--- src/rtl/pipeline_pkg.sv ---
// Shared fetch/decode pipeline types: the fetch entry record and default widths.
package pipeline_pkg;
  localparam int DATA_WIDTH_DEF  = 64;
  localparam int INSTR_WIDTH_DEF = 32;
  localparam int DEPTH_DEF       = 4;

  // Fields are sized at the default widths; narrower instances zero-extend into them.
  typedef struct packed {
    logic [INSTR_WIDTH_DEF-1:0] instr;
    logic [DATA_WIDTH_DEF-1:0]  pc;
    logic [DATA_WIDTH_DEF-1:0]  pc_plus4;
  } fetch_entry_t;
endpackage

--- src/rtl/fetch_buffer_if.sv ---
// Fetch-side push and decode-side pop handshakes of the fetch buffer.
interface fetch_buffer_if
  import pipeline_pkg::*;
#(
  parameter int DATA_WIDTH  = DATA_WIDTH_DEF,
  parameter int INSTR_WIDTH = INSTR_WIDTH_DEF,
  parameter int DEPTH       = DEPTH_DEF
);
  logic                       i_valid;
  logic                       o_ready;
  logic [INSTR_WIDTH-1:0]     i_instr;
  logic [DATA_WIDTH-1:0]      i_pc;
  logic [DATA_WIDTH-1:0]      i_pc_plus4;
  logic                       o_valid;
  logic                       i_ready;
  logic [INSTR_WIDTH-1:0]     o_instr;
  logic [DATA_WIDTH-1:0]      o_pc;
  logic [DATA_WIDTH-1:0]      o_pc_plus4;
  logic [$clog2(DEPTH+1)-1:0] o_count;

  modport slave (
    input  i_valid, i_instr, i_pc, i_pc_plus4, i_ready,
    output o_ready, o_valid, o_instr, o_pc, o_pc_plus4, o_count
  );

  modport master (
    output i_valid, i_instr, i_pc, i_pc_plus4, i_ready,
    input  o_ready, o_valid, o_instr, o_pc, o_pc_plus4, o_count
  );
endinterface

--- src/rtl/fetch_buffer.sv ---
// First-word-fall-through fetch buffer between fetch and decode; flush empties it
// synchronously, and an empty head reads as an all-zero bubble.
module fetch_buffer
  import pipeline_pkg::*;
#(
  parameter int DATA_WIDTH  = DATA_WIDTH_DEF,
  parameter int INSTR_WIDTH = INSTR_WIDTH_DEF,
  parameter int DEPTH       = DEPTH_DEF
) (
  input  logic          i_clk,
  input  logic          i_arstn,
  input  logic          i_flush,
  fetch_buffer_if.slave bus
);
  localparam int PW = $clog2(DEPTH);
  localparam int CW = $clog2(DEPTH+1);

  fetch_entry_t   mem [DEPTH];
  fetch_entry_t   head;
  logic [PW-1:0]  wptr, rptr;
  logic [CW-1:0]  count;
  logic           rdy_en;
  logic           full, push, pop;

  assign full = (count == CW'(DEPTH));
  // rdy_en keeps ready low through reset and for the edge that releases it
  assign bus.o_ready = rdy_en & ~full;
  assign bus.o_valid = (count != '0);
  assign bus.o_count = count;

  assign push = bus.i_valid & bus.o_ready & ~i_flush;
  assign pop  = bus.o_valid & bus.i_ready & ~i_flush;

  always_ff @(posedge i_clk or negedge i_arstn) begin
    if (!i_arstn) begin
      count  <= '0;
      wptr   <= '0;
      rptr   <= '0;
      rdy_en <= 1'b0;
    end else begin
      rdy_en <= 1'b1;
      if (i_flush) begin
        count <= '0;
        wptr  <= '0;
        rptr  <= '0;
      end else begin
        if (push) wptr <= wptr + 1'b1;
        if (pop)  rptr <= rptr + 1'b1;
        case ({push, pop})
          2'b10:   count <= count + 1'b1;
          2'b01:   count <= count - 1'b1;
          default: count <= count;
        endcase
      end
    end
  end

  // Storage is never reset or cleared; the output gate hides stale contents.
  always_ff @(posedge i_clk) begin
    if (push)
      mem[wptr] <= '{instr:    INSTR_WIDTH_DEF'(bus.i_instr),
                     pc:       DATA_WIDTH_DEF'(bus.i_pc),
                     pc_plus4: DATA_WIDTH_DEF'(bus.i_pc_plus4)};
  end

  assign head           = mem[rptr];
  assign bus.o_instr    = bus.o_valid ? INSTR_WIDTH'(head.instr)   : '0;
  assign bus.o_pc       = bus.o_valid ? DATA_WIDTH'(head.pc)       : '0;
  assign bus.o_pc_plus4 = bus.o_valid ? DATA_WIDTH'(head.pc_plus4) : '0;
endmodule

--- src/flat_wrapper.sv ---
// flat-port wrapper written by rule: the top's interface ports become plain ports
module fetch_buffer_flat import pipeline_pkg::*;
#(
  parameter int DATA_WIDTH  = DATA_WIDTH_DEF,
  parameter int INSTR_WIDTH = INSTR_WIDTH_DEF,
  parameter int DEPTH       = DEPTH_DEF
)
  (i_clk, i_arstn, i_flush, bus_i_valid, bus_i_instr, bus_i_pc, bus_i_pc_plus4, bus_i_ready, bus_o_ready, bus_o_valid, bus_o_instr, bus_o_pc, bus_o_pc_plus4, bus_o_count);
  fetch_buffer_if #(.DATA_WIDTH(DATA_WIDTH), .INSTR_WIDTH(INSTR_WIDTH), .DEPTH(DEPTH)) bus_i ();
  input  logic i_clk;
  input  logic i_arstn;
  input  logic i_flush;
  input wire logic [$bits(bus_i.i_valid)-1:0] bus_i_valid;
  input wire logic [$bits(bus_i.i_instr)-1:0] bus_i_instr;
  input wire logic [$bits(bus_i.i_pc)-1:0] bus_i_pc;
  input wire logic [$bits(bus_i.i_pc_plus4)-1:0] bus_i_pc_plus4;
  input wire logic [$bits(bus_i.i_ready)-1:0] bus_i_ready;
  output wire logic [$bits(bus_i.o_ready)-1:0] bus_o_ready;
  output wire logic [$bits(bus_i.o_valid)-1:0] bus_o_valid;
  output wire logic [$bits(bus_i.o_instr)-1:0] bus_o_instr;
  output wire logic [$bits(bus_i.o_pc)-1:0] bus_o_pc;
  output wire logic [$bits(bus_i.o_pc_plus4)-1:0] bus_o_pc_plus4;
  output wire logic [$bits(bus_i.o_count)-1:0] bus_o_count;
  assign bus_i.i_valid = bus_i_valid;
  assign bus_i.i_instr = bus_i_instr;
  assign bus_i.i_pc = bus_i_pc;
  assign bus_i.i_pc_plus4 = bus_i_pc_plus4;
  assign bus_i.i_ready = bus_i_ready;
  assign bus_o_ready = bus_i.o_ready;
  assign bus_o_valid = bus_i.o_valid;
  assign bus_o_instr = bus_i.o_instr;
  assign bus_o_pc = bus_i.o_pc;
  assign bus_o_pc_plus4 = bus_i.o_pc_plus4;
  assign bus_o_count = bus_i.o_count;
  fetch_buffer #(.DATA_WIDTH(DATA_WIDTH), .INSTR_WIDTH(INSTR_WIDTH), .DEPTH(DEPTH)) u_core (.i_clk(i_clk), .i_arstn(i_arstn), .i_flush(i_flush), .bus(bus_i));
endmodule
--- config.mk ---
export PLATFORM = sky130hd
export DESIGN_NAME = fetch_buffer_flat
export DESIGN_NICKNAME = d
export VERILOG_FILES = /design/src/rtl/pipeline_pkg.sv /design/src/rtl/fetch_buffer_if.sv /design/src/rtl/fetch_buffer.sv /design/src/flat_wrapper.sv
export SDC_FILE = /design/constraint.sdc
export NUM_CORES = 1
export LEC_CHECK = 0
export ABC_AREA = 1
export BUFFER_PORTS_ARGS = -buffer_cell sky130_fd_sc_hd__buf_4
export CORE_MARGIN = 4
export CORE_UTILIZATION = 45
export CTS_BUF_LIST = sky130_fd_sc_hd__clkbuf_16
export CTS_CLUSTER_DIAMETER = 150
export DETAILED_ROUTE_END_ITERATION = 10
export HOLD_SLACK_MARGIN = 0.08
export PLACE_DENSITY = 0.68
export SLEW_MARGIN = 10
export SYNTH_ARGS = -nofsm -noshare
export SYNTH_HDL_FRONTEND = slang
export SYNTH_SLANG_ARGS = --single-unit
--- constraint.sdc ---
create_clock -name i_clk -period 16.3 [get_ports i_clk]
set_clock_uncertainty 0.2 [all_clocks]
set_input_delay 1.63 -clock i_clk [delete_from_list [all_inputs] [get_ports i_clk]]
set_output_delay 1.63 -clock i_clk [all_outputs]
set_load 0.01 [all_outputs]
==> run_results.csv <==
group,metric,value,unit
placement,place.port_buffers,329,
final_layout,nets,2421,
pwr,p_int,2840,uW
sta,fmax,161,MHz
floorplanning,io_pins,330,
setup_path,critPathMaxFanout,158,
grt,antenna_found_initial,4,
pwr,ir_drop,0.0000992,V
final_layout,fin_util,54.8,%
routing,drc,0,
clocking,cts-root-buf,"clkbuf_16",
setup_path,critical-path-top-delay-family,"buffers and inverters",
sta,maxSlewViolCount,0,
sta,maxSlewHeadroom,30.1,%
clocking,cts_resized,0,
clocking,insertion_delay,0.59,ns
pwr,powerDensity,122,nW/um^2
setup_path,regToRegSetupSlack,12.57,ns
logic_synthesis,synthFlopType,"edfxtp_1",
final_layout,layout-drive-gt1-share,21.0,%
setup_path,cp.buffers_inverters,4,
grt,grt_pass1_vias,16100,
routing,dr.pass1.iters,5,
sta,fin_tns_setup,0,ns
routing,dr.first_iter.drc_count,1191,
grt,overflow,0,
routing,num_vias,16000,
routing,wl_per_cell,19.7,microns
setup_path,arrival,4.36,ns
logic_synthesis,synth_cells,1951,
clocking,holdBufCountCts,0,
clocking,cts.htree.levels,3,
worst_hold_path,hold_path.class,"flop to flop",
setup_path,crit_required,14.47,ns
pwr,clockPowerShare,39.3,%
logic_synthesis,yosysTopAreaCell,"edfxtp_1",
final_layout,fillerInstances,4520,
sta,rsz0062_at_grt,"false",
pwr,power_frac_comb,10.3,%
final_layout,final_cells,3051,
logic_synthesis,yosysUniqueCellTypes,29,
logic_synthesis,ys_seq_area_share,76.5,%
setup_path,worstSetupPathDepth,6,
setup_path,cp_slowest_cell,"buf_4",
sta,fin_crit_sh,38.0,%
setup_path,path_common_cell,"buf_4",
routing,drtAntennaViolNets,0,
clocking,numClockSinks,648,
flow_run,drv_cap,0,
pwr,p_seq_share,50.4,%
logic_synthesis,syn-num-nets,2121,
pwr,p_leak,0.0108,uW
logic_synthesis,synth.avg_cell_area,13.0,sq um
sta,fin_crit,6.19,ns
logic_synthesis,yosysTopAreaCellShare,75.7,%
floorplanning,core,55500,sq um
logic_synthesis,synth_edf_count,640,
placement,gp_congestion,0.745,
sta,finalHoldViolations,0,
setup_path,crit_type,"flop to output port",
clocking,post-cts-setup-buffers,0,
logic_synthesis,synthTopCellsByCount,"645 x nor2_1, 640 x edfxtp_1, 199 x o21ai_1",
final_layout,syn_to_final_growth,19.8,%
floorplanning,placementRows,86,
floorplanning,die_width,246,microns
floorplanning,die_y,246,microns
sta,hold_ws,0.442,ns
outcome,status,"finished clean",
logic_synthesis,yosysWarnings,0,
worst_hold_path,hold_depth,2,
placement,dpl-instance-area,28300,sq um
setup_path,end_kind,"output port",
final_layout,seq_area,19400,sq um
clocking,cts_buffer_depth,3,
final_layout,multiInputGateArea,5190,sq um
grt,grt_pass1_wl,91000,microns
grt,grt_usage,19.4,%
routing,drt-total-wl,60200,microns
floorplanning,initial_core_util,45.7,%
pwr,power_switching,861,uW
logic_synthesis,netlist_area,25400,sq um
setup_path,critPathLaunchType,"flop",
final_layout,design_area,30400,sq um
logic_synthesis,async_flop_share,1.23,%
pwr,sw_frac_of_total,23.2,%
clocking,cts_tree,"yes",
logic_synthesis,synth.most_common_cell,"nor2_1",
placement,dpl.hpwl,33300,microns
logic_synthesis,synth_area_leaders,"edfxtp_1 76%, nor2_1 9.5%, o21ai_1 3.9%",
routing,vias_per_cell,5.25,
setup_path,cp_cell_sequence,"inv_8 -> buf_4 -> buf_4 -> o21ai_0 -> a21oi_2 -> buf_4",
logic_synthesis,yosys_register_bits,648,
clocking,cts_inserted_buffers,68,
setup_path,cpPeakStageDelay,0.89,ns
sta,max_slew.worst_pin.slew,1.05,ns
sta,setup_viol,0,
setup_path,worstRegToRegCells,8,
placement,dpl.cell_count,2928,
grt,grt_max_degree,159,
floorplanning,die-area,60300,sq um
clocking,clk_pin_slew,0.06,ns
==> tightest hold or removal path, cell delays in order, from the launching register on <==
cell and delay (ns):
dfrtp_1 0.40, inv_1 0.11, o21ai_0 0.09
==> cell families after synthesis <==
family,after synthesis,share of synthesized area [%]
AND/OR/NAND/NOR,670,10.1
flip-flops,648,76.5
AO/OA/AOI/OAI,487,9.91
buffers and inverters,139,3.23
adder cells (fa/ha/maj),5,0.276
XOR/XNOR,1,0.0345
other,1,0.0148
==> final timing paths <==
kind                                        from                 to
setup / recovery                  u_core.rptr[0]       bus_o_pc[15]
max in group asynchronous                i_arstn     u_core.rptr[1]
min in group asynchronous                i_arstn      u_core.rdy_en
setup reg to reg           u_core.bus.o_count[0]  u_core.mem[2][44]
hold reg to reg                   u_core.wptr[1]     u_core.wptr[1]
hold / removal                    u_core.wptr[1]     u_core.wptr[1]
==> metal layers <==
layer / part of all wire (%) / global-route usage (%) / up-vias
li1: - / - / 7534
met1: 40 / 25.2 / 7792
met2: 48 / 31.9 / 591
met3: 9.2 / 6.05 / 101
met4: 2.3 / 5.66 / 4
met5: 0.045 / 0 / -
==> state kept, by name, summed over array words and instances, names as in the netlist <==
signal,count
u_core.bus.o_count,3
u_core.mem,640
u_core.rdy_en,1
u_core.rptr,2
u_core.wptr,2
==> cell usage in the layout, fill, tap and decap left out, drive strengths merged <==
master	instances
clkinv	25
edfxtp	640
nand2	16
nand4	3
ha	4
o21ai	323
clkbuf	72
bufinv	3
conb	1
fa	1
nor2	647
dfrtp	8
buf	353
diode	2
xnor2	1
clkinvlp	4
nand3	4
a21oi	164
inv	32
==> power by group through the flow <==
stage | sequential (uW) | clock [uW] | combinational (uW)
after detailed placement | 1900 | 0 | 383
after floorplan | 1900 | 0 | 214
after global routing | 1870 | 1570 | 418
after CTS | 1870 | 1490 | 385
final | 1870 | 1460 | 380
after global placement | 1900 | 0 | 375
==> layout make-up <==
class	instances	area share [%]
Inverter	16	0.255
Sequential cell	648	63.8
Antenna cell	2	0.0164
Timing Repair Buffer	353	8.77
Clock inverter	48	1.09
Clock buffer	72	5.92
Tap cell	748	3.08
Multi-Input combinational cell	1164	17.0
==> per-stage QoR <==
step | power, uW | setup slack, ns
final | 3710 | 10.11
after global routing | 3850 | 9.73
after CTS | 3750 | 10.01
after detailed placement | 2290 | 10.65
after global placement | 2280 | 10.75
after floorplan | 2110 | 6.75
(Power assumes the default switching activity.)
